**src/rtl/plab4_net_reorder_buf.sv**
```systemverilog
// Ejection-side reorder buffer: accepts net messages out of order and
// releases them strictly in opaque-sequence order.
// Optional feature: define PLAB4_NET_REORDER_BYPASS_EN to let a head
// message pass straight through to the consumer with zero latency.
// Message layout (MSB..LSB): dest, src, opaque, payload.

module plab4_net_reorder_buf #(
  parameter int unsigned p_payload_nbits = 8,
  parameter int unsigned p_opaque_nbits  = 8,
  parameter int unsigned p_srcdest_nbits = 3,
  parameter int unsigned p_num_entries   = 4,
  localparam int unsigned c_msg_nbits = p_payload_nbits + p_opaque_nbits + 2 * p_srcdest_nbits,
  localparam int unsigned c_occ_nbits = $clog2(p_num_entries) + 1
) (
  input  logic                   clk,
  input  logic                   reset,
  input  logic                   in_val,
  output logic                   in_rdy,
  input  logic [c_msg_nbits-1:0] in_msg,
  output logic                   out_val,
  input  logic                   out_rdy,
  output logic [c_msg_nbits-1:0] out_msg,
  output logic [c_occ_nbits-1:0] occ,
  output logic                   err
);

  localparam int unsigned c_idx_nbits = $clog2(p_num_entries);
  localparam logic [p_opaque_nbits-1:0] c_num_entries = p_opaque_nbits'(p_num_entries);

  logic [c_msg_nbits-1:0]    data_q [p_num_entries];
  logic [p_num_entries-1:0]  valid_q, valid_d;
  logic [p_opaque_nbits-1:0] exp_seq_q, exp_seq_d;
  logic [c_occ_nbits-1:0]    occ_q, occ_d;
  logic                      err_q, err_d;

  logic [p_opaque_nbits-1:0] in_opaque;
  logic [p_opaque_nbits-1:0] in_dist;
  logic                      in_window;
  logic [c_idx_nbits-1:0]    in_idx;
  logic [c_idx_nbits-1:0]    head_idx;
  logic                      head_val;
  logic                      bypass;
  logic                      accept;
  logic                      drop;
  logic                      release_stored;
  logic                      advance;

  assign in_opaque = in_msg[p_payload_nbits +: p_opaque_nbits];
  // Modular distance keeps the window check seamless across sequence wrap.
  assign in_dist   = in_opaque - exp_seq_q;
  assign in_window = (in_dist < c_num_entries);
  assign in_idx    = in_opaque[c_idx_nbits-1:0];
  assign head_idx  = exp_seq_q[c_idx_nbits-1:0];
  assign head_val  = valid_q[head_idx];

  // The buffer never stalls the router; it drops bad messages instead.
  assign in_rdy = reset;

`ifdef PLAB4_NET_REORDER_BYPASS_EN
  // Head message arriving into an empty head slot with a ready consumer skips storage.
  assign bypass = in_val && in_rdy && (in_dist == '0) && !head_val && out_rdy;
`else
  assign bypass = 1'b0;
`endif

  assign accept         = in_val && in_rdy && in_window && !valid_q[in_idx] && !bypass;
  // Out-of-window or duplicate: the stored copy (if any) is kept.
  assign drop           = in_val && in_rdy && !(in_window && !valid_q[in_idx]);
  assign release_stored = head_val && out_rdy;
  assign advance        = release_stored || bypass;

  assign out_val = head_val || bypass;
  assign out_msg = bypass ? in_msg : data_q[head_idx];
  assign occ     = occ_q;
  assign err     = err_q;

  // Next-state for slot valid bits, head pointer, occupancy and error flag.
  always_comb begin
    valid_d   = valid_q;
    exp_seq_d = exp_seq_q;
    occ_d     = occ_q;
    err_d     = err_q | drop;
    // Accept targets an empty slot, release a full one, so they never collide.
    if (release_stored) valid_d[head_idx] = 1'b0;
    if (accept)         valid_d[in_idx]   = 1'b1;
    if (advance)        exp_seq_d = exp_seq_q + 1'b1;
    unique case ({accept, release_stored})
      2'b10:   occ_d = occ_q + 1'b1;
      2'b01:   occ_d = occ_q - 1'b1;
      default: occ_d = occ_q;
    endcase
  end

  // Control state with asynchronous active-low reset.
  always_ff @(posedge clk or negedge reset) begin
    if (!reset) begin
      valid_q   <= '0;
      exp_seq_q <= '0;
      occ_q     <= '0;
      err_q     <= 1'b0;
    end else begin
      valid_q   <= valid_d;
      exp_seq_q <= exp_seq_d;
      occ_q     <= occ_d;
      err_q     <= err_d;
    end
  end

  // Payload storage; contents are only meaningful under the matching valid bit.
  always_ff @(posedge clk) begin
    if (accept) data_q[in_idx] <= in_msg;
  end

endmodule

```
**config.mk**
```make
export PLATFORM = sky130hd
export DESIGN_NAME = plab4_net_reorder_buf
export DESIGN_NICKNAME = d
export VERILOG_FILES = /design/src/rtl/plab4_net_reorder_buf.sv
export SDC_FILE = /design/constraint.sdc
export NUM_CORES = 1
export LEC_CHECK = 0
export ABC_AREA = 1
export CAP_MARGIN = 0
export CORE_MARGIN = 1
export CORE_UTILIZATION = 46
export DETAILED_ROUTE_END_ITERATION = 6
export GPL_ROUTABILITY_DRIVEN = 0
export PLACE_DENSITY = 0.7
export SKIP_LAST_GASP = 1
export SLEW_MARGIN = 0
export SYNTH_ARGS = -nofsm -noshare
export SYNTH_HDL_FRONTEND = slang
export SYNTH_SLANG_ARGS = --single-unit
```
**constraint.sdc**
```tcl
create_clock -name clk -period 2.85 [get_ports clk]
set_input_delay 0.4275 -clock clk [delete_from_list [all_inputs] [get_ports clk]]
set_output_delay 0.4275 -clock clk [all_outputs]
set_load 0.005 [all_outputs]
```
# After elaboration in Yosys (flattened, before gate mapping)
# Memories as Yosys holds them, arrays and structs flattened.
# Cells that the tools add are included.
[totals]
out_inout_bits = 28
inputBits = 26
register_bits = 16
elab_cells = 44
mem_bits_rw = 88
n_memories = 1
[classes]
eq_ne = 2
n_lt_le_gt_ge = 5
n_mux = 13
bitwise_logic = 4
addsub = 4
reduce_logical = 11
[memory_table]
columns = ["memory", "depth", "width", "read_ports", "rd_clocked_by_memory_dff", "wr", "line", "rtl"]
rows = [
  ["data_q", 4, 22, 1, 0, 1, "30", "logic [c_msg_nbits-1:0] data_q [p_num_entries];"],
]
[ops]
columns = ["op", "n"]
rows = [
  ["adder 8 x 1 -> 8 bit (second input constant)", 1],
  ["logical AND 1 bit", 8],
  ["less-than comparator 8 x 3 -> 1 bit (second input constant)", 1],
  ["two-way mux 4 bit", 2],
  ["subtractor 8 bit", 1],
  ["less-than comparator 2 x 3 -> 1 bit (second input constant)", 2],
  ["two-way mux 1 bit", 6],
  ["case mux 3 bit (2 select lines)", 1],
  ["bitwise AND 4 bit", 1],
  ["binary-select mux 1 bit (select 2 bit)", 2],
  ["demux 1 bit (select 2 bit)", 2],
  ["greater-or-equal comparator 2 x 1 -> 1 bit (second input constant)", 2],
  ["inverter 4 bit", 1],
  ["OR 4 bit", 1],
  ["adder 3 x 1 -> 3 bit (second input constant)", 1],
  ["subtractor 3 x 1 -> 3 bit (second input constant)", 1],
  ["equality test 2 x 1 -> 1 bit (second input constant)", 1],
  ["equality test 2 bit (second input constant)", 1],
  ["logical NOT 1 bit", 2],
  ["nonzero test 2 bit", 1],
  ["OR 1 bit", 1],
]

# Depth between registers and ports, before layout
[logic_depth]
depth_word = 9
ltp_mapped = 20
depth_no_buf = 19

# Worst setup path before layout
# OpenSTA, ideal clock, no wires.
[synth_path]
path_kind = "flip-flop to flip-flop"
from = "reg exp_seq_q[1]"
to = "reg occ_q[2], in the netlist occ[2]"
required_time_ns = 2.726
path_slack_ns = 0.079
path_buffers = 1
arrival_time_ns = 2.647
synth_period_minus_slack_ns = 2.771
path_stages_with_launch = 21
path_cell_list = "dfrtp_1 -> inv_2 -> clkbuf_1 -> ha_1 -> nand2_1 -> inv_1 -> nand2_2 -> nand2_1 -> nand2_1 -> nand2_1 -> nand2_1 -> nand2_1 -> nand2_1 -> nor2_4 -> nand2_1 -> ha_1 -> inv_1 -> fa_1 -> a21oi_1 -> o21ai_0 -> xnor2_1"
[synth_via]
elab_chain_len = 6
elab_cells_between_ends = 11
[synth_lines]
columns = ["element", "line", "rtl"]
rows = [
  ["from (decl)", "32", "logic [p_opaque_nbits-1:0] exp_seq_q, exp_seq_d;"],
  ["from (signal assigned)", "103", "exp_seq_q <= exp_seq_d;"],
  ["subtractor 8 bit", "50", "assign in_dist = in_opaque - exp_seq_q;"],
  ["less-than comparator 8 x 3 -> 1 bit", "51", "assign in_window = (in_dist < c_num_entries);"],
  ["logical AND 1 bit (2 in a row)", "66", "assign accept = in_val && in_rdy && in_window && !valid_q[in_idx] && !bypass;"],
  ["equality test 2 x 1 -> 1 bit or equality test 2 bit (tied branches)", "87", "unique case ({accept, release_stored})"],
  ["case mux 3 bit (2 select lines) or nonzero test 2 bit (tied branches)", "-", ""],
  ["to (signal assigned)", "99", "occ_q <= '0;"],
  ["to (signal assigned)", "104", "occ_q <= occ_d;"],
  ["to (decl)", "33", "logic [c_occ_nbits-1:0] occ_q, occ_d;"],
]
# Several ways; a longest one is shown, not always the timed one. The select of a mux whose other input is x is not followed.
# A chain may end at the register's enable or synchronous reset.

# Worst setup path after layout
[layout_path]
from = "in in_msg[11]"
to = "reg occ_q[2], in the netlist occ[2]"
[layout_via]
elab_chain_len = 6
elab_cells_between_ends = 8
[layout_lines]
columns = ["element", "line", "rtl"]
rows = [
  ["from (decl)", "19", "input logic [c_msg_nbits-1:0] in_msg,"],
  ["subtractor 8 bit (*)", "50", ""],
  ["less-than comparator 8 x 3 -> 1 bit (*)", "51", ""],
  ["logical AND 1 bit (*) (2 in a row)", "66", ""],
  ["equality test 2 x 1 -> 1 bit or equality test 2 bit (tied branches)", "87", ""],
  ["case mux 3 bit (2 select lines) or nonzero test 2 bit (tied branches)", "-", ""],
]
# Every way passes the cells marked *; elsewhere a longest branch is shown, timed or not.

==> flow_summary_export.csv <==
group,metric,value,unit
layout,ff_latch_area,3040,um2
power,intPower,3.04,mW
sta,setup_viol_count_final,0,
sta,period_minus_slack,2.65,ns
die,num_rows,35,
sta,worst_pin_slew,0.297,ns
synth,yosys.area.top_type,"edfxtp_1",
sta,slew_headroom,80.2,%
grt,grt_max_degree,31,
layout,layout-drive-gt1-share,15.7,%
detailed_routing,final_antenna_net_count,0,
worst_setup_path,crit_chain,"clkdlybuf4s50_1 > ha_1 > buf_4 > nand2_1 > inv_1 > nand2_2 > nand3_1 > nand2_1 > clkinv_1 > nand3_2 > nor2_4 > nand2_1 > ha_1 > inv_1 > fa_1 > a21oi_1 > o21ai_1 > xnor2_1",
worst_setup_path,cp_slowest_cell,"clkdlybuf4s50_1",
layout,fin_nets,517,
worst_setup_path,end_kind,"flop",
synth,synth.avg_cell_area,11.5,um2
worst_setup_path,crit_required,3.11,ns
synth,synth_enable_flop_cells,88,
grt,antenna_found_initial,0,
power,pwr-share-seq,38.6,%
worst_setup_path,critPathKind,"input pin to flop",
worst_setup_path,cp_top_family,"adder cells",
synth,synthArstFlopShare,15.4,%
grt,grt_pass1_wl,14700,um
layout,n_antenna_cell,0,
grt,grt-ovfl-total,0,
detailed_routing,first_iter_violations,190,
placement,place_ws,-0.248,ns
min_path,min_path_type,"input pin to asynchronous set/reset pin",
layout,area_growth,25.6,%
detailed_routing,vias_per_cell,5.05,
synth,synth_nets,433,
clocking,clkLatencyLatePin,0.36,ns
layout,final_area,5690,um2
power,clock_power_share,17.4,%
layout,fillers,775,
detailed_routing,drt_wl_total,9180,um
clocking,cts_tree,"done",
sta,fin_ws,0.196,ns
synth,yosysWarningCount,0,
synth,yosys_register_bits,104,
clocking,cts_sinks,104,
die,die_h,101,um
die,coreArea,9370,um2
synth,synth-main-ff-cell,"edfxtp_1",
power,power,4.70,mW
grt,grt_pass1_vias,2974,
worst_setup_path,startpoint_type,"input pin",
die,die_area,10200,um2
die,die_w,101,um
detailed_routing,wl_per_cell,15.0,um
detailed_routing,num_vias,3096,
sta,post-route-period-util,93.1,%
worst_setup_path,worstSetupStartpoint,"in_msg[11]",
layout,final_util,60.7,%
detailed_routing,first_pass_iters,5,
worst_setup_path,worst-path-max-fanout,3,
grt,grtUsageTotal,19.3,%
worst_setup_path,cp_common_cell,"nand2_1",
worst_setup_path,r2r_start,"exp_seq_q[3]",
synth,ys_types,28,
outcome,status,"completed",
power,p_sw_share,35.4,%
die,initial_utilization,48.3,%
synth,netlist_instances,395,
power,ir_drop,419,uV
power,p_per_area,827,nW/um2
power,p_switching,1.66,mW
power,leakage,2.21,nW
worst_setup_path,reg2regPathDepth,18,
synth,synth_area_leaders,"edfxtp_1, dfrtp_1, o21ai_0",
sta,max_freq,0.377,GHz
placement,dp.cells,596,
clocking,cts.clk_slew.worst_paths,0.10,ns
synth,synth_top_area_share,58.4,%
sta,rsz0062_at_grt,"no",
synth,yosysSeqAreaShare,67.2,%
sta,finalHoldViolCount,0,
worst_setup_path,arrival,2.91,ns
sta,maxSlewViolCount,0,
clocking,htree_levels,3,
worst_setup_path,critPathMaxStageDelay,0.44,ns
layout,instances_no_fill,613,
sta,finalSetupTns,0,ns
synth,syn_area,4530,um2
worst_setup_path,critical_path_buf_inv_count,5,
worst_setup_path,crit_cells,18,
layout,final_cell_mix,"edfxtp_1, nand2_1, nor2_1",
clocking,cts-root-buf,"clkbuf_8",
clocking,cts.path.max_buffers,2,
sta,skew,0.00898,ns
layout,multiInputGateArea,1320,um2
layout,mostFrequentLayoutCell,"edfxtp_1",
power,combPwrFrac,44.0,%
placement,port_buffers,53,
run,drv_cap,0,
placement,dpl.hpwl,6150,um
clocking,cts_buffers,9,
die,ios,54,
placement,place_area,5470,um2
clocking,cts_hold_buffers,0,
sta,fin_hold_ws,0.468,ns
detailed_routing,remaining_drc_errors,0,
==> Yosys cell counts (7+ instances only) <==
cell type  instances
nand3_1           13
o22ai_1           22
nor2_1            56
clkbuf_1          12
edfxtp_1          88
nand2_1           57
xor2_1             7
inv_1             30
dfrtp_1           16
ha_1              11
o21ai_0           47
==> per-layer routing <==
metal  GRT usage (%)  part of all wire, %
met1            26.0                   45
met2            30.8                   48
met3            3.80                  4.9
met4            8.14                  2.2
met5               0                    0
==> logic make-up after synthesis <==
| logic type | after synthesis | share of synthesized area, % |
|---|---|---|
| XOR/XNOR | 9 | 1.74 |
| buffers and inverters | 50 | 4.42 |
| AND/OR/NAND/NOR | 144 | 14.0 |
| AO/OA/AOI/OAI | 76 | 9.12 |
| adder cells (fa/ha/maj) | 12 | 3.48 |
| flip-flops | 104 | 67.2 |
==> flip-flops by register name (all words and copies together), names as in the netlist <==
signal and cells:
valid_q 4, err 1, occ 3, data_q 88, exp_seq_q 8
==> worst paths after layout <==
kind	to	slack [ns]
setup / recovery	occ[2]	0.20
hold / removal	exp_seq_q[6]	0.47
setup reg to reg	occ[2]	0.22
hold reg to reg	occ[2]	0.48
max in group asynchronous	valid_q[1]	2.19
min in group clk	occ[2]	0.48
==> timing repair <==
item | in CTS | in global routing
setup endpoints to repair | 0 | 1
gates resized for setup | 0 | 8
buffers inserted | 0 | 1
==> power groups by stage <==
| stage | logic [mW] | registers, mW | clock network (mW) |
|---|---|---|---|
| finish | 2.07 | 1.82 | 0.818 |
| detailed placement | 2.02 | 1.85 | 0 |
| CTS | 2.03 | 1.81 | 0.838 |
| global placement | 1.99 | 1.85 | 0 |
| global route | 2.29 | 1.83 | 0.899 |
| floorplan | 1.10 | 1.84 | 0 |
==> cell type report <==
type,count,area share [%]
Clock inverter,6,0.748
Tap cell,129,2.84
Sequential cell,104,53.5
Multi-Input combinational cell,241,23.3
Inverter,35,2.31
Timing Repair Buffer,88,15.1
Clock buffer,10,2.24
Note: power is estimated with default switching activity, not from simulation.
